### src/rtl/data_cache_if.sv
// Memory-side bus of the data cache.
// The cache is the master: it requests a whole-block fill (readM) or a
// single-word write (writeM). Memory answers each request with a one-cycle
// memReady pulse.
//   readM      cache -> mem  block-fill request
//   writeM     cache -> mem  word-write request
//   addressM   cache -> mem  word address (block aligned for fills)
//   dataM_out  cache -> mem  store word
//   dataM_in   mem -> cache  fill block, word 0 in the low bits
//   memReady   mem -> cache  fill data valid / write accepted
interface data_cache_if #(
    parameter int WORD_SIZE = 16
);
    logic                   readM;
    logic                   writeM;
    logic [WORD_SIZE-1:0]   addressM;
    logic [WORD_SIZE-1:0]   dataM_out;
    logic [4*WORD_SIZE-1:0] dataM_in;
    logic                   memReady;

    modport master (
        output readM, writeM, addressM, dataM_out,
        input  dataM_in, memReady
    );

    modport slave (
        input  readM, writeM, addressM, dataM_out,
        output dataM_in, memReady
    );
endinterface

### src/rtl/data_cache.sv
// Direct-mapped, write-through, no-write-allocate data cache between the
// CPU MEM stage and data memory. Lines hold 4 words.
// Ports:
//   Clk, Reset_N            clock (rising edge), async active-low reset
//   readC, writeC           CPU load/store requests, held until served
//   address, writeCacheData CPU word address and store data
//   cacheData               load data (0 unless a load hits this cycle)
//   cacheHit                1 = request served this cycle or none pending
//   writeToData             1 while a store is being written to memory
//   mem                     memory bus (data_cache_if.master)
// Optional build macro DCACHE_STATS_EN adds hitCount/missCount outputs.
//
// state   | meaning
// --------+-------------------------------------------------------------
// S_IDLE  | lookup; serve load hits in the same cycle, dispatch misses
// S_FILL  | fetch the whole block for a load miss
// S_WRITE | write-through of a store to memory
// S_WDONE | one-cycle store retire (cacheHit=1, writeToData=0)
module data_cache #(
    parameter int WORD_SIZE  = 16,
    parameter int INDEX_BITS = 2
) (
    input  logic                 Clk,
    input  logic                 Reset_N,
    input  logic                 readC,
    input  logic                 writeC,
    input  logic [WORD_SIZE-1:0] address,
    input  logic [WORD_SIZE-1:0] writeCacheData,
    output logic [WORD_SIZE-1:0] cacheData,
    output logic                 cacheHit,
    output logic                 writeToData,
`ifdef DCACHE_STATS_EN
    output logic [15:0]          hitCount,
    output logic [15:0]          missCount,
`endif
    data_cache_if.master         mem
);

    localparam int LINES    = 1 << INDEX_BITS;
    localparam int TAG_BITS = WORD_SIZE - INDEX_BITS - 2;

    typedef enum logic [1:0] {S_IDLE, S_FILL, S_WRITE, S_WDONE} state_t;

    state_t                  state;
    logic [LINES-1:0]        valid_q;
    logic [TAG_BITS-1:0]     tag_q  [LINES];
    logic [WORD_SIZE-1:0]    data_q [LINES][4];

    logic [1:0]              offset;
    logic [INDEX_BITS-1:0]   index;
    logic [TAG_BITS-1:0]     tag;
    logic                    hit;

    assign offset = address[1:0];
    assign index  = address[INDEX_BITS+1:2];
    assign tag    = address[WORD_SIZE-1:INDEX_BITS+2];
    assign hit    = valid_q[index] && (tag_q[index] == tag);

    // Only the valid bits need reset; tags and data are qualified by them.
    always_ff @(posedge Clk or negedge Reset_N) begin
        if (!Reset_N) begin
            state   <= S_IDLE;
            valid_q <= '0;
        end else begin
            case (state)
                S_IDLE: begin
                    if (writeC)
                        state <= S_WRITE;
                    else if (readC && !hit)
                        state <= S_FILL;
                end
                S_FILL: begin
                    if (mem.memReady) begin
                        valid_q[index] <= 1'b1;
                        state          <= S_IDLE;
                    end
                end
                S_WRITE: begin
                    if (mem.memReady)
                        state <= S_WDONE;
                end
                S_WDONE: state <= S_IDLE;
                default: state <= S_IDLE;
            endcase
        end
    end

    // A store hit updates the line in the dispatch cycle so the line stays
    // coherent with the word being written through; store misses never allocate.
    always_ff @(posedge Clk) begin
        if (state == S_FILL && mem.memReady) begin
            tag_q[index] <= tag;
            for (int w = 0; w < 4; w++)
                data_q[index][w] <= mem.dataM_in[w*WORD_SIZE +: WORD_SIZE];
        end else if (state == S_IDLE && writeC && hit) begin
            data_q[index][offset] <= writeCacheData;
        end
    end

    always_comb begin
        cacheData     = '0;
        cacheHit      = 1'b0;
        writeToData   = 1'b0;
        mem.readM     = 1'b0;
        mem.writeM    = 1'b0;
        mem.addressM  = '0;
        mem.dataM_out = '0;
        case (state)
            S_IDLE: begin
                if (writeC) begin
                    cacheHit = 1'b0;
                end else if (readC) begin
                    cacheHit = hit;
                    if (hit)
                        cacheData = data_q[index][offset];
                end else begin
                    cacheHit = 1'b1;
                end
            end
            S_FILL: begin
                mem.readM    = 1'b1;
                mem.addressM = {address[WORD_SIZE-1:2], 2'b00};
            end
            S_WRITE: begin
                mem.writeM    = 1'b1;
                mem.addressM  = address;
                mem.dataM_out = writeCacheData;
                writeToData   = 1'b1;
            end
            S_WDONE: cacheHit = 1'b1;
            default: cacheHit = 1'b0;
        endcase
    end

`ifdef DCACHE_STATS_EN
    // The first IDLE cycle after a fill is the retire of the miss itself,
    // so it must not also count as a hit.
    logic after_fill_q;

    always_ff @(posedge Clk or negedge Reset_N) begin
        if (!Reset_N) begin
            hitCount     <= '0;
            missCount    <= '0;
            after_fill_q <= 1'b0;
        end else begin
            after_fill_q <= (state == S_FILL) && mem.memReady;
            if (state == S_IDLE && readC && !writeC) begin
                if (!hit)
                    missCount <= missCount + 16'd1;
                else if (!after_fill_q)
                    hitCount <= hitCount + 16'd1;
            end
        end
    end
`endif

endmodule

### src/flat_wrapper.sv
// flat-port wrapper written by rule: the top's interface ports become plain ports
module data_cache_flat 
#(
    parameter int WORD_SIZE  = 16,
    parameter int INDEX_BITS = 2
)
  (Clk, Reset_N, readC, writeC, address, writeCacheData, cacheData, cacheHit, writeToData, mem_readM, mem_writeM, mem_addressM, mem_dataM_out, mem_dataM_in, mem_memReady);
  data_cache_if #(.WORD_SIZE(WORD_SIZE)) mem_i ();
  input  logic Clk;
  input  logic Reset_N;
  input  logic readC;
  input  logic writeC;
  input  logic [WORD_SIZE-1:0] address;
  input  logic [WORD_SIZE-1:0] writeCacheData;
  output logic [WORD_SIZE-1:0] cacheData;
  output logic cacheHit;
  output logic writeToData;
  output wire logic [$bits(mem_i.readM)-1:0] mem_readM;
  output wire logic [$bits(mem_i.writeM)-1:0] mem_writeM;
  output wire logic [$bits(mem_i.addressM)-1:0] mem_addressM;
  output wire logic [$bits(mem_i.dataM_out)-1:0] mem_dataM_out;
  input wire logic [$bits(mem_i.dataM_in)-1:0] mem_dataM_in;
  input wire logic [$bits(mem_i.memReady)-1:0] mem_memReady;
  assign mem_readM = mem_i.readM;
  assign mem_writeM = mem_i.writeM;
  assign mem_addressM = mem_i.addressM;
  assign mem_dataM_out = mem_i.dataM_out;
  assign mem_i.dataM_in = mem_dataM_in;
  assign mem_i.memReady = mem_memReady;
  data_cache #(.WORD_SIZE(WORD_SIZE), .INDEX_BITS(INDEX_BITS)) u_core (.Clk(Clk), .Reset_N(Reset_N), .readC(readC), .writeC(writeC), .address(address), .writeCacheData(writeCacheData), .cacheData(cacheData), .cacheHit(cacheHit), .writeToData(writeToData), .mem(mem_i));
endmodule
### config.mk
export PLATFORM = sky130hd
export DESIGN_NAME = data_cache_flat
export DESIGN_NICKNAME = d
export VERILOG_FILES = /design/src/rtl/data_cache_if.sv /design/src/rtl/data_cache.sv /design/src/flat_wrapper.sv
export SDC_FILE = /design/constraint.sdc
export NUM_CORES = 1
export LEC_CHECK = 0
export ABC_AREA = 1
export CORE_MARGIN = 1.5
export CORE_UTILIZATION = 50
export CTS_BUF_LIST = sky130_fd_sc_hd__clkbuf_4
export CTS_CLUSTER_DIAMETER = 150
export DETAILED_ROUTE_END_ITERATION = 8
export GPL_ROUTABILITY_DRIVEN = 0
export GPL_TIMING_DRIVEN = 0
export HOLD_SLACK_MARGIN = 0.12
export PLACE_DENSITY_LB_ADDON = 0.05
export SLEW_MARGIN = 40
export SYNTH_ARGS = -nofsm -noshare
export SYNTH_HDL_FRONTEND = slang
export SYNTH_SLANG_ARGS = --single-unit
### constraint.sdc
create_clock -name Clk -period 2.7 [get_ports Clk]
set_clock_uncertainty 0.05 [all_clocks]
set_input_delay 0.675 -clock Clk [delete_from_list [all_inputs] [get_ports Clk]]
set_output_delay 0.675 -clock Clk [all_outputs]
set_load 0.005 [all_outputs]
### After elaboration in Yosys (flattened, before gate mapping)

Memories as Yosys holds them, arrays and structs flattened.
Cells that the tools add are included.
Widths: inputs -> output; s select.

* flip-flop bits (word level): 6
* bits in latches: 0
* bits in writable memories: 304
* memory bits (read-only): 0
* input port bits: 101
* output and inout bits: 52
* word-level logic and storage cells: 186
* memories kept: 2

Memory list
* u_core.data_q: depth 4, width 64, read ports 1, clocked after memory_dff 0, wr ports 1, RTL line data_cache.sv:47 `logic [WORD_SIZE-1:0] data_q [LINES][4];`
* u_core.tag_q: depth 4, width 12, read ports 1, clocked after memory_dff 0, wr ports 1, RTL line data_cache.sv:46 `logic [TAG_BITS-1:0] tag_q [LINES];`

* $add $sub $neg: 0
* multiply operators: 0
* div/mod/pow operators: 0
* $lt $le $gt $ge: 4
* equal/unequal tests: 7
* shift-type cells: 0
* muxes and demuxes: 94
* bitwise logic cells: 66
* reduce and logical (&&, ||, !) cells: 11

Operators with widths (count)
* $mux 16: 8
* $mux 1: 74
* $mux 64: 1
* $or 1x1->1: 64
* $bmux 16 s2: 1
* $demux 16 s2: 1
* $pmux 16 s2: 1
* $eq 12x12->1: 1
* $mux 2: 4
* $pmux 2 s4: 1
* $logic_and 1x1->1: 7
* $eq 2x2->1 const B: 2
* $ne 2x2->1 const B: 2
* $or 4x4->4: 1
* $ge 3x3->1 const B: 1
* $lt 2x3->1 const B: 1
* $lt 3x1->1 const B: 1
* $ne 3x2->1 const B: 1
* $not 2->3: 1
* $reduce_and 3->1: 1
* $bmux 1 s2: 1
* $demux 1 s2: 1
* $eq 2x1->1 const B: 1
* $ge 2x1->1 const B: 1
* other kinds (4): 4

### Logic depth before layout (Yosys ltp)

Gate-level depths: netlist of run 1.

* depth after elaboration: 8
* gate-level depth with buffers: 17
* depth with buffers taken out: 16

### Worst setup path after synthesis of run 1

OpenSTA, ideal clock, no wires.

* path kind: input port to flip-flop
* start: input address[3]
* end: memory u_core.data_q[0][0] (netlist bit), enable pin
* setup time: 378 ps
* data arrival time: 2529 ps
* required time: 2272 ps
* path slack: -257 ps
* stages: 14
* buffers on the path: 3
* cell sequence: buf_2 inv_2 buf_6 nand3_1 nand4_1 nand2_1 nor2_1 nand2_1 nor2_2 nand2_2 clkinv_4 nand3_4 buf_6 a21oi_2

* word-level cells in the longest chain between the ends: 8
* elaborated cells between the ends (all ways): 10
* classes of those cells: eq/ne (1); mux (5); bitwise (1); reduce/logical (2); memory (1)

Ends and longest elaborated chain
* from (decl): RTL line flat_wrapper.sv:13 `input logic [WORD_SIZE-1:0] address;`
* $mem_v2 4x12 / $bmux 1 s2 (equally long branches)
* $eq 12x12->1 / $mux 1 (equally long branches): RTL line data_cache.sv:57 `assign hit = valid_q[index] && (tag_q[index] == tag);`
* $logic_and 1x1->1: RTL line data_cache.sv:57
* $logic_and 1x1->1: RTL line data_cache.sv:95 `end else if (state == S_IDLE && writeC && hit) begin`
* $mux 1: RTL line data_cache.sv:95
* $mux 1: RTL line data_cache.sv:91 `if (state == S_FILL && mem.memReady) begin`
* $mux 64 (not written as such): RTL line data_cache.sv:96 `data_q[index][offset] <= writeCacheData;`
* $or 1x1->1 (no line)
* to (decl): RTL line data_cache.sv:47

Several ways; a longest one is shown, not always the timed one. The select of a mux whose other input is x is not followed.

### Worst setup path after layout of run 1

* start: input address[2]
* end: output cacheData[11]

* word-level cells in the longest chain between the ends: 8
* elaborated cells between the ends (all ways): 13
* classes of those cells: eq/ne (1); mux (9); reduce/logical (1); memory (2)

Ends and longest elaborated chain
* $mem_v2 4x64
* $bmux 16 s2: RTL line data_cache.sv:115 `cacheData = data_q[index][offset];`
* $mux 16 (not written as such) (2 in a row): RTL line data_cache.sv:115
* $mux 16 (*): RTL line data_cache.sv:114 `if (hit)`
* $mux 16 (*): RTL line data_cache.sv:112 `end else if (readC) begin`
* $mux 16 (*): RTL line data_cache.sv:110 `if (writeC) begin`
* $mux 16 (*): RTL line data_cache.sv:108 `case (state)`
* to (decl): RTL line flat_wrapper.sv:15 `output logic [WORD_SIZE-1:0] cacheData;`

Mark *: on every way between the ends. The rest lies on a longest branch, timed or not. The select of a mux whose other input is x is not followed.

==> out/results.ini, run 1 <==
[status]
run_status = finished with violations
failed_checks = setup timing

[grt]
grt_usage = 0.320
grt_max_degree = 18
grt_overflow = 0
use_met1 = 0.419
use_met3 = 0.0672
antenna_found_initial = 1
grt_pass1_vias = 10200
grt_pass1_wl_um = 60700
gr-usage-met2 = 0.515
gr-max-usage-layer = met2

[synthesis]
synth_edf_count = 304
synth-main-ff-cell = edfxtp_1
synthMostInstantiatedCell = edfxtp_1
yosysWarningCount = 0
synth_top_area_frac = 0.706
synth.ff_latch_count = 310
synth_nets = 1141
ys_async_sr_fraction = 0.0194
synth_largest_area_cell = edfxtp_1
yosysUniqueCellTypes = 31
netlist_area_um2 = 12900
synthCells = 1036
avgSynthCellArea_um2 = 12.5
synth.area.top_cells = edfxtp_1 71%, nand2_1 6.7%, o22ai_1 5.5%
synth_common_cells = 304 x edfxtp_1, 231 x nand2_1, 114 x o22ai_1
seq_area_frac_synth = 0.718

[placement]
hpwl_um = 26300
port_buffers = 151
dp_slack_ns = -2.16

[drt]
drt_iter0_markers = 1091
routed_wl_um = 44800
num_vias = 10600
ant_nets = 0
drt_pre_antenna_iters = 5
avgViaCountPerCell = 6.01
drc = 0
wire_per_inst_um = 25.3

[power_and_ir_drop]
swShare = 0.281
power_density_nw_per_um2 = 652
p_seq_frac = 0.453
finalPower_uw = 12400
p_switching_uw = 3490
cellInternalPower_uw = 8900
pwr-share-clk = 0.312
combPwrFrac = 0.234
peakVddDrop_mv = 0.435
leakage_uw = 0.00714

[clocking]
clkTransAtPathRegs_ns = 0.06
cts-htree-levels = 3
hold_buffers = 0
clk_path_buf_depth = 3
clock-sinks = 310
cts-root-buf = clkbuf_4
clk_latency_ns = 0.70
cts_made_buffers = 78
tritoncts = yes

[floorplanning]
coreArea_um2 = 25300
die_h_um = 164
die_x_um = 164
die_area_um2 = 26800
ios = 153
num_rows = 58
initial_core_util = 0.512

[critical_path]
worstReg2RegEnd = u_core.data_q[2][1]
cp-end-kind = primary output
ff2ff_setup_slack_ns = -0.20
cp.arrival_ns = 2.71
rr_worst_depth = 19
worstPathMaxFanout = 10
critical_path_class = input port to primary output
r2r-start = u_core.tag_q[2][2]
crit_required_ns = 1.98
crit_path_start_kind = input port

[cells_and_area]
post-route-util = 0.753
drive_above_1_share = 0.408
syn2layout_area_growth_pct = 47.1
nets = 1493

[hold_path]
hold_path.class = input port to asynchronous set/reset pin

[job]
drv_cap = 0

[sta]
rsz0062_at_grt = yes
setup_slack_ns = -0.730
report.final.slew_viol_count = 0
max-slew-margin-rel = 0.468
fin_crit_ns = 3.43
fin_tns_setup_ns = -49.78
finalSetupViolCount = 444
hold_ws_ns = 0.241
finalCritPeriodShare = 1.27
tightest_slew_ns = 0.798
hold_violations = 0
maxClockFrequency_mhz = 292

[critical path: stages]
cell      delay (ns)
buf_2           0.12
buf_8           0.14
buf_16          0.14
nand2_8         0.12
clkbuf_8        0.20
o22ai_1         0.10
o21ai_0         0.28
nand4_1         0.36
a211oi_4        0.39
buf_2           0.17
[timing repair]
action	4_1_cts	5_1_grt
buffers inserted	95	27
pin swaps	53	22
cloned	7	3
gates resized for setup	482	279
endpoints found under the setup margin	563	534
[logic make-up (layout without fill, tap and decap cells)]
kind of cell | Yosys count | in the layout | share of synthesized area
other | 0 | 1 | 0
buffers and inverters | 119 | 525 | 0.0448
flip-flops | 310 | 310 | 0.718
AND/OR/NAND/NOR | 324 | 324 | 0.104
AO/OA/AOI/OAI | 279 | 279 | 0.129
adder cells (fa/ha/maj) | 4 | 4 | 0.00387
[metal layers]
metal  vias to the layer above  share of wire  wire [um]
met4                         0          0.047       2100
met2                       732           0.48      21500
li1                       4590              -          -
met3                       136           0.11       4730
met5                         -              0          0
met1                      5190           0.37      16500
[area by class of cell]
| type | instances | area [um2] |
|---|---|---|
| clock inverters | 25 | 128 |
| clock buffers | 109 | 818 |
| multi-input cells | 607 | 4530 |
| plain buffers | 57 | 706 |
| repair buffers | 275 | 2900 |
| inverters | 59 | 244 |
| flip-flops and latches | 310 | 9280 |
| well taps | 330 | 413 |
| diodes | 1 | 2.50 |
| fillers | 1559 | 6230 |
[metrics by stage]
stage	cell area, um2	std cells
2_1_floorplan	13100	1036
3_3_place_gp	15000	1517
3_5_place_dp	15000	1517
4_1_cts	17800	1752
5_1_grt	19000	1773
6_report	19000	1773
[power groups by stage]
stage               clock network, uW  logic, uW  registers, uW
floorplan                           0        822           5690
global placement                    0       1640           5710
detailed placement                  0       1660           5710
CTS                              3830       2600           5610
global route                     4130       3040           5630
finish                           3870       2900           5620
[state kept, by name (all words and copies together) (netlist names)]
register        flops
u_core.tag_q       48
u_core.valid_q      4
u_core.state        2
u_core.data_q     256
[placed cells by master, fill, tap and decap left out, types with 16 or more instances in the layout]
master and instances:
edfxtp_1 304, nand2_1 168, o22ai_1 114, clkbuf_4 113, clkdlybuf4s50_1 91, buf_6 72, o21ai_4 45, buf_2 45
buf_4 41, inv_1 37, o21ai_0 36, nand2_4 35, buf_12 33, o21ai_2 29, nand3_1 25, nand2_2 24
a21oi_4 21, inv_2 20, buf_8 19, nor2_1 16, nor2_2 16
[worst max path at each step]
stage	slack, ns	startpoint	to
4_1_cts	-0.56	u_core.tag_q[3][5]	cacheData[11]
3_5_place_dp	-2.16	address[2]	cacheData[9]
2_1_floorplan	-0.05	address[2]	u_core.data_q[0][16]
3_3_place_gp	-2.14	address[2]	cacheData[9]
5_1_grt	-0.69	address[2]	cacheData[11]
6_report	-0.73	address[2]	cacheData[11]
Power figures use the tool's default switching activity.
==> run 2: changes to the inputs <==
Settings changed: SLEW_MARGIN 40 to unset.
==> out/results.ini, run 2 (synthesized netlist as in run 1, its figures left out) <==
[status]
run_status = finished with violations
failed_checks = setup timing

[clocking]
clk_path_buf_depth = 3
cts_made_buffers = 78
clock-sinks = 310
clk_latency_ns = 0.69
cts-htree-levels = 3
tritoncts = yes
cts-root-buf = clkbuf_4
clkTransAtPathRegs_ns = 0.06

[placement]
port_buffers = 151
dp_slack_ns = -2.23
hpwl_um = 26300

[cells_and_area]
fillCellCount = 1733
final_cell_mix = 304 x edfxtp_1, 196 x nand2_1, 114 x o22ai_1
largest_reg_flops = 256
multiInputGateArea_um2 = 3880
layout_commonest_cell = edfxtp_1
drive_above_1_share = 0.357
nets = 1480
largest-register = u_core.data_q
seq_area_um2 = 9280
syn2layout_area_growth_pct = 39.8
reg_top3 = u_core.data_q (256), u_core.tag_q (48), u_core.valid_q (4)

[critical_path]
r2r-start = u_core.tag_q[0][2]
slowest_stage = clkdlybuf4s50_1
cp_top_family = buffers and inverters
cp-end-kind = primary output
critical_path.most_common_cell = nand3_1
crit_required_ns = 1.98
worstReg2RegEnd = u_core.data_q[1][34]
worstPathMaxFanout = 6
ff2ff_setup_slack_ns = -0.14
cp_slowest_stage_delay_ns = 0.51
cp.arrival_ns = 2.57
crit_buf_inv = 6
cp_cell_sequence = clkdlybuf4s50_1, inv_1, nand3_1, nand2_1, nand3_1, nor2_2, nand2_4, buf_12, clkbuf_16, buf_6, nor3_2, buf_2
rr_worst_depth = 18
crit_path_start_kind = input port
critical_path_class = input port to primary output

[sta]
hold_ws_ns = 0.241
report.final.slew_viol_count = 0
setup_slack_ns = -0.595
tightest_slew_ns = 1.24
max-slew-margin-rel = 0.168
rsz0062_at_grt = yes
hold_violations = 0
fin_crit_ns = 3.29
finalSetupViolCount = 135
maxClockFrequency_mhz = 304
finalCritPeriodShare = 1.22

[grt]
grt_overflow = 0
grt_max_degree = 18
grt_usage = 0.314
antenna_found_initial = 2
grt_pass1_wl_um = 59600
grt_pass1_vias = 9964

[drt]
routed_wl_um = 42300
drt_iter0_markers = 1120
drc = 0
ant_nets = 0
drt_pre_antenna_iters = 6
num_vias = 10300
wire_per_inst_um = 24.0
avgViaCountPerCell = 5.87

[floorplanning]
die_x_um = 164
ios = 153
coreArea_um2 = 25300
num_rows = 58
die_area_um2 = 26800
die_h_um = 164
initial_core_util = 0.512

[hold_path]
hold_path.class = input port to asynchronous set/reset pin

[power_and_ir_drop]
power_density_nw_per_um2 = 677
leakage_uw = 0.00689
peakVddDrop_mv = 0.346

[job]
drv_cap = 0

## run 2: worst max-delay path by stage
stage	start	to	slack [ns]	cells after the start
2_1_floorplan	address[2]	u_core.data_q[0][16]	-0.05	16
3_3_place_gp	address[2]	cacheData[9]	-2.14	11
3_5_place_dp	address[2]	cacheData[9]	-2.23	11
4_1_cts	u_core.tag_q[1][10]	cacheData[13]	-0.59	14
5_1_grt	u_core.tag_q[2][5]	cacheData[14]	-0.71	15
6_report	address[8]	cacheData[14]	-0.59	12
## run 2: worst register-to-register path, stage by stage (launching register included)
cell and delay (ns):
edfxtp_1 0.38, nand2_1 0.08, nand2_1 0.05, nand2_1 0.07, nand2_1 0.05, nand2_1 0.05, nand2_1 0.06, nor2_1 0.11
nand2_1 0.08, nor2_2 0.13, nand2_4 0.14, buf_8 0.18, buf_6 0.14, clkinv_8 0.07, nand3_4 0.12, buf_12 0.19
buf_12 0.14, a21oi_4 0.23, clkbuf_16 0.22
## run 2: layout make-up
type | count | area share
flip-flops and latches | 310 | 0.513
multi-input cells | 607 | 0.214
repair buffers | 261 | 0.144
clock buffers | 103 | 0.0428
plain buffers | 58 | 0.0383
well taps | 330 | 0.0228
inverters | 59 | 0.0135
clock inverters | 33 | 0.0101
diodes | 1 | 0.000138
## run 2: layer usage
layer / GRT usage / up-vias / part of all wire
li1: - / 4569 / -
met1: 0.410 / 5022 / 0.38
met2: 0.494 / 643 / 0.47
met3: 0.0742 / 107 / 0.099
met4: 0.161 / 0 / 0.042
met5: 0 / - / 0
## run 2: power breakdown
part           switching (uW)  internal, uW  total [uW]
Clock                    1860          1980        3840
Combinational            1430          1360        2790
Sequential               69.8          5540        5610
## run 2: stage by stage
step | setup TNS (ns) | total power (uW) | utilization | area [um2] | std cells
floorplan | -7.97 | 6520 | - | 13100 | 1036
global placement | -651.08 | 7340 | 0.594 | 15000 | 1517
detailed placement | -664.90 | 7370 | 0.595 | 15000 | 1518
CTS | -14.99 | 11900 | 0.694 | 17500 | 1737
global route | -32.87 | 12700 | 0.716 | 18100 | 1762
finish | -20.11 | 12200 | 0.716 | 18100 | 1762
## run 2: what timing repair did
| action | 4_1_cts | 5_1_grt |
|---|---|---|
| endpoints found under the setup margin | 606 | 504 |
| buffers inserted | 80 | 32 |
| gates cloned | 5 | 1 |
| hold buffers | 0 | 0 |
| endpoints found under the hold margin | 0 | 0 |
| pin swaps | 51 | 19 |
| resized for setup | 447 | 138 |
